===== src/rtl/mod_pkg.sv =====
// Shared types and sizing helpers for the sequential modulo/divide unit.
package mod_pkg;

    typedef enum logic {
        IDLE,
        CALC
    } mod_state_t;

    function automatic int unsigned cnt_w(input int unsigned width);
        return $clog2(width + 1);
    endfunction

endpackage


===== src/rtl/mod_step.sv =====
// One restoring-division step: shift in the next dividend bit, subtract the
// divisor when it fits, and report the resulting quotient bit.
module mod_step #(
    parameter int unsigned WIDTH = 8
) (
    input  logic [WIDTH:0]   r,
    input  logic             msb,
    input  logic [WIDTH-1:0] m,
    output logic [WIDTH:0]   r_next,
    output logic             q
);
    import mod_pkg::*;

    logic [WIDTH+1:0] r_sh;
    logic [WIDTH:0]   diff;

    // r stays below m, so its top bit is always 0.
    // Keeping it in the compare makes the compare cover the full width.
    assign r_sh   = {r, msb};
    assign q      = (r_sh >= {2'b00, m});
    assign diff   = r_sh[WIDTH:0] - {1'b0, m};
    assign r_next = q ? diff : r_sh[WIDTH:0];

endmodule


===== src/rtl/mod_n_seq.sv =====
// Sequential A mod M / A div M with a run-time divisor, one quotient bit per
// clock, fixed latency of WIDTH cycles and a start/busy/done handshake.
module mod_n_seq #(
    parameter int unsigned WIDTH = 8
) (
    input  logic             clk,
    input  logic             rst_n,
    input  logic             start,
    input  logic [WIDTH-1:0] A,
    input  logic [WIDTH-1:0] M,
    output logic             busy,
    output logic             done,
    output logic [WIDTH-1:0] OUT,
    output logic [WIDTH-1:0] QUO,
    output logic             err
);
    import mod_pkg::*;

    localparam int unsigned CW = cnt_w(WIDTH);

    mod_state_t      state, state_nxt;
    logic [CW-1:0]   cnt;
    logic [WIDTH-1:0] dvd;
    logic [WIDTH-1:0] dvs;
    logic [WIDTH:0]   rem;
    logic [WIDTH-1:0] quo_sr;
    logic [WIDTH:0]   rem_nxt;
    logic             qbit;
    logic             last;

    mod_step #(.WIDTH(WIDTH)) u_step (
        .r      (rem),
        .msb    (dvd[WIDTH-1]),
        .m      (dvs),
        .r_next (rem_nxt),
        .q      (qbit)
    );

    assign last = (cnt == CW'(1));
    assign busy = (state == CALC);

    always_ff @(posedge clk or negedge rst_n) begin
        if (!rst_n) begin
            state <= IDLE;
        end else begin
            state <= state_nxt;
        end
    end

    always_comb begin
        state_nxt = state;
        case (state)
            IDLE: if (start && (M != '0)) state_nxt = CALC;
            CALC: if (last) state_nxt = IDLE;
            default: state_nxt = IDLE;
        endcase
    end

    always_ff @(posedge clk or negedge rst_n) begin
        if (!rst_n) begin
            cnt    <= '0;
            dvd    <= '0;
            dvs    <= '0;
            rem    <= '0;
            quo_sr <= '0;
            done   <= 1'b0;
            OUT    <= '0;
            QUO    <= '0;
            err    <= 1'b0;
        end else begin
            done <= 1'b0;
            case (state)
                IDLE: begin
                    if (start) begin
                        if (M == '0) begin
                            // Divide-by-zero completes on the accepting edge.
                            OUT  <= A;
                            QUO  <= '1;
                            err  <= 1'b1;
                            done <= 1'b1;
                        end else begin
                            dvd    <= A;
                            dvs    <= M;
                            rem    <= '0;
                            quo_sr <= '0;
                            cnt    <= CW'(WIDTH);
                        end
                    end
                end
                CALC: begin
                    dvd    <= dvd << 1;
                    rem    <= rem_nxt;
                    quo_sr <= {quo_sr[WIDTH-2:0], qbit};
                    cnt    <= cnt - CW'(1);
                    if (last) begin
                        OUT  <= rem_nxt[WIDTH-1:0];
                        QUO  <= {quo_sr[WIDTH-2:0], qbit};
                        err  <= 1'b0;
                        done <= 1'b1;
                    end
                end
                default: ;
            endcase
        end
    end

endmodule


===== config.mk =====
export PLATFORM = sky130hd
export DESIGN_NAME = mod_n_seq
export DESIGN_NICKNAME = d
export VERILOG_FILES = /design/src/rtl/mod_pkg.sv /design/src/rtl/mod_step.sv /design/src/rtl/mod_n_seq.sv
export SDC_FILE = /design/constraint.sdc
export NUM_CORES = 1
export LEC_CHECK = 0
export CELL_PAD_IN_SITES_DETAIL_PLACEMENT = 1
export CELL_PAD_IN_SITES_GLOBAL_PLACEMENT = 1
export CORE_ASPECT_RATIO = 1.5
export CORE_MARGIN = 2
export CORE_UTILIZATION = 30
export DETAILED_ROUTE_END_ITERATION = 8
export PLACE_DENSITY_LB_ADDON = 0.1
export SLEW_MARGIN = 10
export SYNTH_ARGS = -nofsm -noshare
export SYNTH_HDL_FRONTEND = slang
export SYNTH_SLANG_ARGS = --single-unit
export TNS_END_PERCENT = 10

===== constraint.sdc =====
create_clock -name clk -period 2.85 [get_ports clk]
set_clock_uncertainty 0.2 [all_clocks]
set_input_delay 0.57 -clock clk [delete_from_list [all_inputs] [get_ports clk]]
set_output_delay 0.57 -clock clk [all_outputs]
set_load 0.005 [all_outputs]

==> results.py <==
metrics = {
    "outcome": {
        "outcome": "finished clean",
    },
    "layout": {
        "drive_gt1_share_pct": 12.72,
        "final_common_cell": "dfrtp_1",
        "fin_nets": 367,
        "areaGrowthSynthToFinish_pct": 24.18,
        "fillers": 1113,
        "antenna_cells": 0,
        "layout_common_cells": "55 x dfrtp_1, 37 x nand2_1, 36 x clkdlybuf4s50_1",
        "stdcell_count": 453,
    },
    "logic_synthesis": {
        "synth_top_area_share_pct": 47.25,
        "synthFlopType": "dfrtp_1",
        "ys_warn_count": 0,
        "synthXorXnorAreaFrac_pct": 1.503,
        "synth.area.top_cells": "dfrtp_1 47%, o21ai_0 5.3%, nand2_1 4.8%",
        "syn_inst": 293,
        "synth_simple_gate_area_share_pct": 15.42,
        "syn_area_um2": 2913,
        "synth_edf_count": 0,
        "ys_ff_latch": 55,
        "synth_compound_area_share_pct": 19.76,
        "synth_fa_ha_area_share_pct": 4.983,
        "synth.avg_cell_area_um2": 9.941,
        "synth_top_area_cell": "dfrtp_1",
        "seq_area_frac_synth_pct": 47.25,
        "synthArstFlopShare_pct": 100.0,
        "synth_top_family_by_area": "compound AO/OA/AOI/OAI gates",
        "yosysUniqueCellTypes": 57,
        "synth.mux.area_fraction_pct": 4.983,
        "synth_fp_nets": 323,
    },
    "place": {
        "placed_cells": 445,
        "gp_congestion": 0.7736,
        "hpwlAfterDp_um": 5664,
        "io_buffers": 37,
    },
    "setup_path": {
        "crit_family": "simple AND/OR/NAND/NOR gates",
        "crit_required_ps": 2840,
        "crit_type": "register to register",
        "crit_path_end_kind": "register",
        "arrival_ps": 2670,
        "critPathMaxFanout": 6,
        "path_cells": "inv_1 -> ha_1 -> inv_1 -> fa_1 -> nand3_1 -> a31oi_1 -> nor4_4 -> mux2_2 -> a22o_1",
        "cp_slowest_cell": "mux2_2",
        "crit_buf_inv": 2,
        "setup.worst_path.start_class": "register",
        "crit_path_frequent_cell": "inv_1",
        "critPathMaxStageDelay_ps": 420,
    },
    "sta": {
        "maxSlewHeadroom_pct": 50.59,
        "setup_tns_ps": 0,
        "fmax_mhz": 372.6,
        "finalHoldViolations": 0,
        "max_slew.worst_pin.slew_ps": 741.2,
        "setup_violations": 0,
        "drv_slew": 0,
        "rsz0062_at_grt": "no",
        "period_needed_ps": 2684,
        "post-route-period-util_pct": 94.16,
    },
    "die": {
        "num_rows": 44,
        "core-area_um2": 9579,
        "die_y_um": 124.7,
        "die_area_um2": 10530,
        "start_util_pct": 30.41,
        "num_io_pins": 38,
        "die_x_um": 84.46,
    },
    "clock_network": {
        "path_clk_slew_ps": 70,
        "clkLatencyLatePin_ps": 300,
        "tritoncts": "built",
        "cts.repair.resized": 0,
        "cts_root_buffer": "clkbuf_16",
        "cts_max_level": 2,
        "holdBufCountCts": 0,
        "cts_buffers": 5,
        "clockBufferDepth": 2,
        "cts_setup_buffers": 0,
        "numClockSinks": 55,
    },
    "global_route": {
        "grt_max_degree": 56,
        "gr-total-overflow": 0,
        "grt_pass1_wl_um": 12710,
        "grt_pass1_vias": 2399,
        "antenna_found_initial": 0,
        "gr-usage-all-layers_pct": 15.15,
    },
    "routing": {
        "vias_per_cell": 5.108,
        "post_drt_wl_per_cell_um": 17.13,
        "drt-initial-drc-count": 80,
        "drcViolationCount": 0,
        "via_count": 2314,
        "drt_pass1_iterations": 3,
        "antenna_left": 0,
        "routed_wl_um": 7758,
    },
    "run": {
        "max-cap-violations": 0,
    },
    "power_and_ir_drop": {
        "peakVddDrop_uv": 504.2,
        "power.density_nw_per_um2": 1298,
        "p_leak_nw": 1.615,
    },
    "hold_path": {
        "holdCritPathClass": "input pin to asynchronous set/reset pin",
    },
}
[where the power goes]
group | leakage [nW] | internal (W) | total [W] | switching (W)
combinational | 0.876 | 0.00122 | 0.00254 | 0.00132
clock | 0.0868 | 0.000438 | 0.000732 | 0.000294
sequential | 0.652 | 0.00115 | 0.00143 | 0.000271
[state kept, by name (all words and copies together), names as in the netlist]
name	count
dvd	8
rem	9
busy	1
OUT	8
quo_sr	7
QUO	8
cnt	4
err	1
done	1
dvs	8
[synth_stat cells, types with 3 or more instances]
master,count
clkbuf_1,5
nor3_1,4
o21ai_0,31
buf_2,4
mux2i_1,10
inv_1,19
a22o_1,5
nor2_1,20
dfrtp_1,55
a31oi_1,9
nand2_1,37
xor2_1,5
nand2b_1,4
nand3_1,3
ha_1,10
buf_4,5
a21o_1,4
mux2_2,4
a21oi_1,11
[path summary, 6_finish.rpt]
path,from,to,slack [ps],cells past startpoint
min,rst_n,dvs[5],210,2
max in group asynchronous,rst_n,rem[7],1740,2
min reg2reg,dvd[6],dvd[7],290,2
max,dvd[7],rem[4],170,9
min in group clk,dvd[6],dvd[7],290,2
max reg2reg,dvd[7],rem[4],170,9
[worst register-to-register path: stages (launching register included)]
cell     delay, ps
dfrtp_1        380
inv_1           80
ha_1           160
inv_1           50
fa_1           400
nand3_1        170
a31oi_1        140
nor4_4         400
mux2_2         420
a22o_1         180
[layer usage]
metal / GRT usage, % / share of wire [%] / vias up
met5: 0 / 0 / -
met3: 2.187 / 2.0 / 7
met1: 19.47 / 45 / 1167
met2: 26.24 / 52 / 23
met4: 4.482 / 1.4 / 0
li1: - / - / 1117
[logic make-up (layout without fill, tap and decap cells)]
group,Yosys count,in the layout
compound gates,83,83
xor+xnor,5,5
fa+ha+maj,11,11
buf+inv,37,82
flops,55,55
mux,14,14
simple gates,88,88
[stage by stage]
| step | area, µm² | hold slack, ps | setup slack, ps | utilization [%] | power, W |
|---|---|---|---|---|---|
| CTS | 3617 | 249.7 | 81.95 | 37.76 | 0.004764 |
| global placement | 3443 | 273.9 | 175.8 | 35.95 | 0.003960 |
| global route | 3617 | 267.9 | 4.843 | 37.76 | 0.005128 |
| finish | 3617 | 205.8 | 166.4 | 37.76 | 0.004694 |
| floorplan | 2913 | 74.41 | 374.0 | - | 0.003157 |
| detailed placement | 3443 | 276.4 | 95.91 | 35.95 | 0.004000 |
[area by class of cell]
cell class / count / area, µm² / area share [%]
Tap cell: 115 / 143.9 / 3.978
Clock inverter: 2 / 35.03 / 0.9685
Sequential cell: 55 / 1376 / 38.05
Timing Repair Buffer: 53 / 485.5 / 13.42
Clock buffer: 6 / 138.9 / 3.839
Inverter: 21 / 78.83 / 2.179
Multi-Input combinational cell: 201 / 1359 / 37.56
(Power assumes the default switching activity.)
